==> src/rtl/servant_uart_rx.sv <==
// servant_uart_rx: 8N1 UART receiver for the servant SoC.
//
// The rx line is brought into the wb_clk domain by a two-flop synchronizer.
// A five-state FSM then finds the start edge, confirms it at mid-bit,
// samples 8 data bits LSB first and checks the stop bit. Completed bytes go
// into a receive buffer that the consumer drains through a valid/ready port.
//
// Build option: define SERVANT_UART_RX_FIFO_EN to make the receive buffer a
// FIFO_DEPTH-entry FIFO. Without it the buffer is one holding register.
//
// Handshake: rvalid is high while rdata holds the byte at the buffer head.
// The byte is consumed on a rising wb_clk edge where rvalid && rready.
// While rvalid && !rready, rdata does not change. rready has no effect
// while rvalid is low.
//
// Debug: state_dbg shows the FSM state (0 IDLE, 1 START, 2 DATA, 3 STOP,
// 4 WAIT_HIGH).
module servant_uart_rx #(
  parameter int CLK_FREQ_HZ = 32000000,
  parameter int BAUD_RATE   = 57600,
  parameter int FIFO_DEPTH  = 4
) (
  input  logic       wb_clk,
  input  logic       wb_rst,
  input  logic       rx,
  output logic [7:0] rdata,
  output logic       rvalid,
  input  logic       rready,
  output logic       frame_err,
  output logic       overrun,
  output logic [2:0] state_dbg
);

  localparam int CLKS_PER_BIT = CLK_FREQ_HZ / BAUD_RATE;
  localparam int CW           = $clog2(CLKS_PER_BIT) + 1;

  // Last count of a full bit period, and of the half period used to reach
  // the middle of the start bit.
  localparam logic [CW-1:0] FULL_LAST = CW'(CLKS_PER_BIT - 1);
  localparam logic [CW-1:0] HALF_LAST = CW'(CLKS_PER_BIT / 2 - 1);

  typedef enum logic [2:0] {
    S_IDLE      = 3'd0,
    S_START     = 3'd1,
    S_DATA      = 3'd2,
    S_STOP      = 3'd3,
    S_WAIT_HIGH = 3'd4
  } state_t;

  state_t        state_q, state_d;
  logic [CW-1:0] cnt_q, cnt_d;
  logic [2:0]    bit_q, bit_d;
  logic [7:0]    shift_q, shift_d;
  logic [1:0]    sync_q;
  logic          rx_s;
  logic          push;
  logic          fe_d;
  logic          pop;
  logic          push_ok;
  logic          drop;
  logic          buf_full;
  logic          frame_err_q;
  logic          overrun_q;

  // Two-flop synchronizer. It resets to the idle-high line level.
  always_ff @(posedge wb_clk or posedge wb_rst) begin
    if (wb_rst) begin
      sync_q <= 2'b11;
    end else begin
      sync_q <= {sync_q[0], rx};
    end
  end

  assign rx_s = sync_q[1];

  // FSM state, bit-period counter, bit index and shift register.
  always_ff @(posedge wb_clk or posedge wb_rst) begin
    if (wb_rst) begin
      state_q <= S_IDLE;
      cnt_q   <= '0;
      bit_q   <= '0;
      shift_q <= '0;
    end else begin
      state_q <= state_d;
      cnt_q   <= cnt_d;
      bit_q   <= bit_d;
      shift_q <= shift_d;
    end
  end

  // Next-state logic. It produces the push strobe at the stop sample and
  // the frame-error request.
  always_comb begin
    state_d = state_q;
    cnt_d   = cnt_q;
    bit_d   = bit_q;
    shift_d = shift_q;
    push    = 1'b0;
    fe_d    = 1'b0;
    case (state_q)
      S_IDLE: begin
        cnt_d = '0;
        bit_d = '0;
        if (!rx_s) begin
          state_d = S_START;
        end
      end
      S_START: begin
        if (cnt_q == HALF_LAST) begin
          cnt_d = '0;
          // A line that is high again at mid start bit was only a glitch.
          state_d = rx_s ? S_IDLE : S_DATA;
        end else begin
          cnt_d = cnt_q + CW'(1);
        end
      end
      S_DATA: begin
        if (cnt_q == FULL_LAST) begin
          cnt_d   = '0;
          shift_d = {rx_s, shift_q[7:1]};
          bit_d   = bit_q + 3'd1;
          if (bit_q == 3'd7) begin
            state_d = S_STOP;
          end
        end else begin
          cnt_d = cnt_q + CW'(1);
        end
      end
      S_STOP: begin
        if (cnt_q == FULL_LAST) begin
          cnt_d = '0;
          if (rx_s) begin
            push    = 1'b1;
            state_d = S_IDLE;
          end else begin
            fe_d    = 1'b1;
            state_d = S_WAIT_HIGH;
          end
        end else begin
          cnt_d = cnt_q + CW'(1);
        end
      end
      S_WAIT_HIGH: begin
        // A break, or a line stuck low, must go high before the next frame.
        cnt_d = '0;
        if (rx_s) begin
          state_d = S_IDLE;
        end
      end
      default: begin
        state_d = S_IDLE;
        cnt_d   = '0;
        bit_d   = '0;
      end
    endcase
  end

  assign state_dbg = state_q;

  // Buffer control. A push into a full buffer still succeeds when a pop
  // frees the head entry on the same edge.
  assign pop     = rvalid && rready;
  assign push_ok = push && (!buf_full || pop);
  assign drop    = push && buf_full && !pop;

`ifdef SERVANT_UART_RX_FIFO_EN
  localparam int AW = (FIFO_DEPTH > 1) ? $clog2(FIFO_DEPTH) : 1;

  logic [7:0] mem_q [FIFO_DEPTH];
  logic [AW:0] wr_q;
  logic [AW:0] rd_q;
  logic        buf_empty;

  // The pointers carry one extra wrap bit. Equal addresses with different
  // wrap bits mean full; identical pointers mean empty.
  assign buf_empty = (wr_q == rd_q);
  assign buf_full  = (wr_q[AW] != rd_q[AW]) && (wr_q[AW-1:0] == rd_q[AW-1:0]);
  assign rvalid    = !buf_empty;
  assign rdata     = mem_q[rd_q[AW-1:0]];

  // FIFO storage and wrap-around read/write pointers.
  always_ff @(posedge wb_clk or posedge wb_rst) begin
    if (wb_rst) begin
      wr_q <= '0;
      rd_q <= '0;
      for (int i = 0; i < FIFO_DEPTH; i++) begin
        mem_q[i] <= '0;
      end
    end else begin
      if (push_ok) begin
        mem_q[wr_q[AW-1:0]] <= shift_q;
        wr_q                <= wr_q + 1'b1;
      end
      if (pop) begin
        rd_q <= rd_q + 1'b1;
      end
    end
  end
`else
  logic [7:0] hold_q;
  logic       hold_full_q;

  assign buf_full = hold_full_q;
  assign rvalid   = hold_full_q;
  assign rdata    = hold_q;

  // Single holding register. A pop and a push on the same edge replace the
  // byte.
  always_ff @(posedge wb_clk or posedge wb_rst) begin
    if (wb_rst) begin
      hold_q      <= '0;
      hold_full_q <= 1'b0;
    end else begin
      if (push_ok) begin
        hold_q      <= shift_q;
        hold_full_q <= 1'b1;
      end else if (pop) begin
        hold_full_q <= 1'b0;
      end
    end
  end
`endif

  // Error pulses are registered so that each event gives exactly one clean
  // cycle. Frames are far longer than one cycle, so two pulses can never
  // touch.
  always_ff @(posedge wb_clk or posedge wb_rst) begin
    if (wb_rst) begin
      frame_err_q <= 1'b0;
      overrun_q   <= 1'b0;
    end else begin
      frame_err_q <= fe_d;
      overrun_q   <= drop;
    end
  end

  assign frame_err = frame_err_q;
  assign overrun   = overrun_q;

endmodule

==> config.mk <==
export PLATFORM = sky130hd
export DESIGN_NAME = servant_uart_rx
export DESIGN_NICKNAME = d
export VERILOG_FILES = /design/src/rtl/servant_uart_rx.sv
export SDC_FILE = /design/constraint.sdc
export NUM_CORES = 1
export LEC_CHECK = 0
export ABC_AREA = 1
export BUFFER_PORTS_ARGS = -buffer_cell sky130_fd_sc_hd__buf_2
export CAP_MARGIN = 20
export CORE_ASPECT_RATIO = 0.6
export CORE_MARGIN = 4
export CORE_UTILIZATION = 50
export DETAILED_ROUTE_END_ITERATION = 8
export PLACE_DENSITY = 0.69
export SYNTH_ARGS = -nofsm -noshare
export SYNTH_HDL_FRONTEND = slang
export SYNTH_SLANG_ARGS = --single-unit
==> constraint.sdc <==
create_clock -name wb_clk -period 4.85 [get_ports wb_clk]
set_clock_uncertainty 0.2 [all_clocks]
set_input_delay 1.455 -clock wb_clk [delete_from_list [all_inputs] [get_ports wb_clk]]
set_output_delay 1.455 -clock wb_clk [all_outputs]
set_load 0.02 [all_outputs]
==> results of run 1 <==
[synthesized netlist by cell type]
| cell | count | share of area [%] |
|---|---|---|
| a21boi_0 | 1 | 0.38 |
| buf_2 | 1 | 0.25 |
| o21bai_1 | 1 | 0.38 |
| o21bai_4 | 1 | 0.96 |
| nand3_4 | 2 | 1.8 |
| nor2_4 | 1 | 0.57 |
| nand3b_1 | 2 | 0.76 |
| nand3_1 | 15 | 3.8 |
| buf_4 | 1 | 0.38 |
| xnor2_1 | 1 | 0.45 |
| nor2_8 | 1 | 1.0 |
| o21ai_1 | 8 | 2.0 |
| nand2_1 | 49 | 9.4 |
| nor3_1 | 4 | 1.0 |
| nor2_1 | 13 | 2.5 |
| nand2_2 | 4 | 1.3 |
| ha_1 | 5 | 3.2 |
| buf_6 | 4 | 2.3 |
| nor4_1 | 1 | 0.32 |
| dfrtp_1 | 36 | 46 |
| o21ai_0 | 2 | 0.51 |
| nand4_1 | 5 | 1.6 |
| nor2_2 | 5 | 1.6 |
| xor2_1 | 5 | 2.2 |
| o21ai_2 | 9 | 4.0 |
| dfstp_2 | 2 | 2.7 |
| inv_2 | 2 | 0.38 |
| nand2_4 | 1 | 0.57 |
| inv_1 | 28 | 5.4 |
| clkinv_1 | 1 | 0.19 |
| a21oi_1 | 9 | 2.3 |
[worst max-delay path by stage]
stage | to | slack [ps] | cells after the start
final | state_dbg[0] | 2220 | 1
after global routing | state_dbg[0] | 2180 | 1
after CTS | state_dbg[0] | 2210 | 1
after detailed placement | rdata[7] | 2420 | 6
after global placement | rdata[0] | 2440 | 6
after floorplan | bit_q[0] | 2340 | 1
[metrics by stage]
step | area (µm²) | std cells
after floorplan | 1964 | 220
after global placement | 2058 | 279
after detailed placement | 2058 | 279
after CTS | 2150 | 287
after global routing | 2150 | 287
final | 2150 | 287
[state kept, by name (all words and copies together), names as in the netlist]
register / flops
rdata: 8
sync_q: 2
rvalid: 1
cnt_q: 11
state_dbg: 3
overrun: 1
bit_q: 3
shift_q: 8
frame_err: 1
[cells in the final DEF (no fill, tap or decap), types with 4 or more instances in the layout]
cell and instances:
inv_1 28, o21ai_1 8, dfrtp_1 36, ha_1 5, xor2_1 5, buf_2 17, nor3_1 4, nand3_1 15
nand4_1 5, nor2_1 13, nor2_2 5, a21oi_1 9, o21ai_2 9, nand2_2 4, clkbuf_8 6, nand2_1 49
[cell families (layout without fill, tap and decap cells)]
| family | Yosys count | after routing |
|---|---|---|
| AO/OA/AOI/OAI | 31 | 31 |
| XOR/XNOR | 6 | 6 |
| adder cells (fa/ha/maj) | 5 | 5 |
| buffers and inverters | 37 | 57 |
| flip-flops | 38 | 38 |
| AND/OR/NAND/NOR | 103 | 103 |
[cell type report]
| type | count | area, µm² | area share, % |
|---|---|---|---|
| flip-flops and latches | 38 | 953.4 | 44.35 |
| multi-input cells | 145 | 837.1 | 38.94 |
| inverters | 31 | 116.4 | 5.413 |
| repair buffers | 18 | 92.59 | 4.307 |
| clock buffers | 7 | 86.33 | 4.016 |
| well taps | 47 | 58.81 | 2.736 |
| clock inverters | 1 | 5.005 | 0.2328 |
[metal layers]
layer | global-route usage (%) | vias to the layer above
met1 | 27.02 | 636
li1 | - | 740
met3 | 5.132 | 5
met5 | 0 | -
met4 | 5.172 | 0
met2 | 18.29 | 50
[power groups by stage]
| stage | clock [W] | combinational [W] | sequential, W |
|---|---|---|---|
| final | 0.000222 | 0.00000874 | 0.000319 |
| after global placement | 0 | 0.00000935 | 0.000325 |
| after detailed placement | 0 | 0.00000932 | 0.000325 |
| after CTS | 0.000227 | 0.00000934 | 0.000319 |
| after global routing | 0.000240 | 0.0000105 | 0.000319 |
| after floorplan | 0 | 0.00000564 | 0.000325 |
==> reports/metrics.yaml, run 1 <==
global_routing:
  grt_overflow: 0
  grt_pass1_wl_um: 6058
  track_usage_pct: 16.06
  antenna_found_initial: 0
  first_global_vias: 1262
  grt_max_degree: 39
finish:
  fin_nets: 248
  antenna_cells: 0
  post-route-util_pct: 57.75
  fillers: 341
  drive_gt1_share_pct: 22.08
  syn2layout_area_growth_pct: 9.427
detailed_routing:
  post-route-drc-count: 0
  routed_via_density: 4.986
  dr_wl_met3_um: 273
  routedWlPerCell_um: 12.40
  vias: 1431
  drtPass1Iterations: 4
  wl_met2_um: 1217
  totalWireLength_um: 3559
  drt-met1-wl_um: 2027
  top_layer_used: "met4"
  drt_iter0_markers: 89
  ant_nets: 0
worst_hold_path:
  hold_end: "sync_q[1]"
  hold_depth: 0
  hp-class: "reg -> reg"
  min_from: "sync_q[0]"
floorplanning:
  core_um2: 3722
  rows: 17
  io_pins: 18
  die_h_um: 56.55
  die_w_um: 88.92
  dieArea_um2: 5028
  start_util_pct: 52.77
critical_path:
  critPathMaxFanout: 6
  r2r-start: "cnt_q[0]"
  critPathKind: "reg -> out"
  crit_chain: "buf_2"
  r2r_cells: 9
  crit_family: "flip-flops"
  crit_path_start: "state_dbg[0]"
  endpoint_kind: "output pin"
  cp_slowest_cell: "dfrtp_1"
  r2r_setup_slack_ps: 2970
  r2r_end: "state_dbg[0]"
  worst-path-buf-inv: 1
  cp.arrival_ps: 970
  cp.required_ps: 3190
  slowest_delay_ps: 470
  startpoint_type: "flop"
power:
  netSwitchingFraction_pct: 20.87
  p_int_w: 0.0004347
  p_switching_w: 0.0001146
  ir_worst_vdd_v: 0.0001669
  combPwrFrac_pct: 1.6
  power_density_nw_per_um2: 255.5
  p_leak_nw: 1.055
  power.total_w: 0.0005493
  p_seq_share_pct: 58.1
  clkPwrFrac_pct: 40.3
clock_network:
  hold_buffers: 0
  root_buffer: "clkbuf_8"
  path_clk_slew_ps: 70
  htreeDepth: 2
  cts_buffers: 5
  cts_tree: "done"
  postCtsResizedCells: 0
  clock_latency_ps: 290
  clock-sinks: 38
  cts_setup_buffers: 0
  clk_path_buf_depth: 2
logic_synthesis:
  syn_area_per_cell_um2: 8.929
  synth-simple-area-share_pct: 26.18
  postSynthNetCount: 229
  synth_top_family_by_area: "simple AND/OR/NAND/NOR gates"
  synth_compound_area_share_pct: 10.57
  synth_adder_area_share_pct: 3.185
  synthXorXnorAreaFrac_pct: 2.675
  yosysUniqueCellTypes: 31
  ys_seq_elements: 38
  yosysWarnings: 0
  seq_area_frac_synth_pct: 48.54
  syn_area_um2: 1964
  muxShareOfSynthArea_pct: 0
  synthCells: 220
sta:
  tightest_slew_ps: 557.1
  drv_slew: 0
  hold-worst-slack_ps: 158.1
  setup_ws_ps: 2224
  setup_viol: 0
  fin_crit_ps: 2626
  max_slew_margin_pct: 62.86
  hold_violations: 0
  setup-tns-final_ps: 0
  fin_crit_sh_pct: 54.15
  rsz0062_at_grt: "no"
  fmax_ghz: 0.3807
placed_design:
  preCtsSetupSlack_ps: 2418
  gp_congestion: 0.8389
  place_hpwl_um: 2646
  portBuffers: 17
run:
  drv_cap: 0
status:
  status: "finished, final reports clean"
(Power assumes the default switching activity.)
==> inputs of run 2 (changes only) <==
--- a/config.mk
+++ b/config.mk
@@ -5,7 +5,7 @@
 export SDC_FILE = /design/constraint.sdc
 export NUM_CORES = 1
 export LEC_CHECK = 0
-export ABC_AREA = 1
+export ABC_AREA = 0
 export BUFFER_PORTS_ARGS = -buffer_cell sky130_fd_sc_hd__buf_2
 export CAP_MARGIN = 20
 export CORE_ASPECT_RATIO = 0.6
==> constraint.sdc (replaced) <==
create_clock -name wb_clk -period 2.5 [get_ports wb_clk]
set_clock_uncertainty 0.2 [all_clocks]
set_input_delay 0.75 -clock wb_clk [delete_from_list [all_inputs] [get_ports wb_clk]]
set_output_delay 0.75 -clock wb_clk [all_outputs]
set_load 0.02 [all_outputs]
==> run 2 against run 1 <==
  * Core utilization up 3.0 points
  * Wire length down 7.0%
  * Non-clock buffer count up 1
  * Highest routed layer unchanged
  * Setup slack worse by 2000 ps
  * Clock-buffer cell count down 1
  * Via count down 18%
  * Area after synthesis down 12%
  * Sequential power up 94%
  * Synthesized cell count down 34%
  * Register-to-register slack worse by 2800 ps
==> reports/metrics.yaml, run 2 <==
global_routing:
  antenna_found_initial: 0
  grt_pass1_wl_um: 5402
  grt_overflow: 0
  track_usage_pct: 15.80
  first_global_vias: 1097
  grt_max_degree: 39
worst_hold_path:
  hp-class: "reg -> reg"
finish:
  regMostFlops: "cnt_q"
  most-common-layout-cells: "36 x dfrtp_1, 17 x buf_2, 16 x mux2_2"
  syn2layout_area_growth_pct: 15.72
  antenna_cells: 0
  drive_gt1_share_pct: 28.82
  fin_cells: 215
  final_common_cell: "dfrtp_1"
  fin_nets: 178
  fillers: 253
  largest_register_ffs: 11
floorplanning:
  die_w_um: 84.06
  rows: 16
  die_h_um: 53.64
  io_pins: 18
  core_um2: 3303
  dieArea_um2: 4508
  start_util_pct: 52.54
sta:
  fin_crit_ps: 2314
  setup_ws_ps: 185.5
  drv_slew: 0
  max_slew_margin_pct: 61.23
  fmax_ghz: 0.4321
  rsz0062_at_grt: "no"
  hold-worst-slack_ps: 157.9
  tightest_slew_ps: 576.2
  fin_crit_sh_pct: 92.58
  setup-tns-final_ps: 0
  setup_viol: 0
  hold_violations: 0
logic_synthesis:
  seq_area_frac_synth_pct: 54.94
  postSynthNetCount: 155
  synth_enable_flop_cells: 0
  syn_area_um2: 1735
  ys_seq_elements: 38
  yosysTopAreaCellShare_pct: 51.91
  yosys.area.top_type: "dfrtp_1"
  yosysWarnings: 0
  async_reset_ff_share_pct: 100.0
  synth_area_leaders: "dfrtp_1 52%, mux2_2 10%, ha_1 3.6%, nor2_1 3.2%, dfstp_2 3.0%"
  netlist_top_cells_count: "36 x dfrtp_1, 16 x mux2_2, 15 x nor2_1, 9 x o21ai_0, 6 x nand2_1"
  yosysUniqueCellTypes: 35
  syn_area_per_cell_um2: 11.89
  synthCells: 146
  ys.flop_type: "dfrtp_1"
  synth_most_common_cell: "dfrtp_1"
placed_design:
  gp_congestion: 0.8926
  place_hpwl_um: 2407
  preCtsSetupSlack_ps: 179.4
  place_inst: 207
  portBuffers: 17
detailed_routing:
  totalWireLength_um: 3311
  drtPass1Iterations: 4
  ant_nets: 0
  post-route-drc-count: 0
  vias: 1178
  routed_via_density: 5.479
  drt_iter0_markers: 119
  routedWlPerCell_um: 15.40
critical_path:
  critPathKind: "reg -> reg"
  cp.arrival_ps: 2280
  slowest_delay_ps: 560
  cp.required_ps: 2460
  endpoint_kind: "flop"
  critPathMaxFanout: 11
  startpoint_type: "flop"
  cp_slowest_cell: "or3_1"
  crit_chain: "or3b_1 > or3_1 > a22oi_4 > nor2_1"
clock_network:
  root_buffer: "clkbuf_8"
  cts_tree: "done"
  clock-sinks: 38
  hold_buffers: 0
  path_clk_slew_ps: 80
  htreeDepth: 2
  cts_buffers: 5
  clk_path_buf_depth: 2
  clock_latency_ps: 280
  cts_setup_buffers: 0
  postCtsResizedCells: 0
power:
  ir_worst_vdd_v: 0.0003785
  power_density_nw_per_um2: 633.0
  p_leak_nw: 0.9910
run:
  drv_cap: 0
status:
  status: "finished, final reports clean"
run 2: per-layer routing:
metal / share of wire (%) / global-route usage [%]
met1: 49 / 22.00
met2: 45 / 23.69
met3: 5.2 / 4.740
met4: 0.82 / 5.615
met5: 0 / 0
run 2: worst paths after layout:
check	cells past startpoint	to	slack, ps	startpoint
min in group asynchronous	3	cnt_q[6]	360	wb_rst
min	0	sync_q[1]	160	sync_q[0]
max reg2reg	4	cnt_q[5]	190	cnt_q[4]
max in group asynchronous	3	sync_q[1]	1390	wb_rst
min reg2reg	0	sync_q[1]	160	sync_q[0]
max	4	cnt_q[5]	190	cnt_q[4]
run 2: worst max-delay path: cells and delay by family, from the launching register on:
kind,cells,cell delay [ps]
flops,1,450
compound gates,1,410
simple gates,3,1140
run 2: kinds of logic (layout without fill, tap and decap cells):
| logic type | Yosys count | after routing | synth area share (%) |
|---|---|---|---|
| mux | 18 | 18 | 11.54 |
| buf+inv | 8 | 32 | 2.595 |
| flops | 38 | 38 | 54.94 |
| compound gates | 16 | 16 | 6.344 |
| simple gates | 52 | 52 | 16.44 |
| xor+xnor | 9 | 9 | 4.542 |
| fa+ha+maj | 5 | 5 | 3.605 |
run 2: per-stage QoR:
stage               util [%]  instance area [µm²]  total power, W
finish                 60.80                 2008        0.001271
global route           60.80                 2008        0.001312
CTS                    60.80                 2008        0.001278
detailed placement     56.48                 1866       0.0006478
global placement       56.48                 1866       0.0006470
floorplan                  -                 1735       0.0006405
run 2: layout make-up:
cell class	count	area (µm²)	area share, %
multi-input combinational	100	737.0	36.70
timing repair buffer	19	100.1	4.984
inverter	5	18.77	0.9346
clock inverter	2	60.06	2.991
sequential	38	953.4	47.48
clock buffer	6	82.58	4.112
tap	45	56.30	2.804
run 2: report_power, final:
part	switching, W	internal (W)	leakage (nW)
combinational	0.0000122	0.00000372	0.410
sequential	0.00000158	0.000617	0.509
clock	0.000211	0.000426	0.0714
total	0.000225	0.00105	0.991
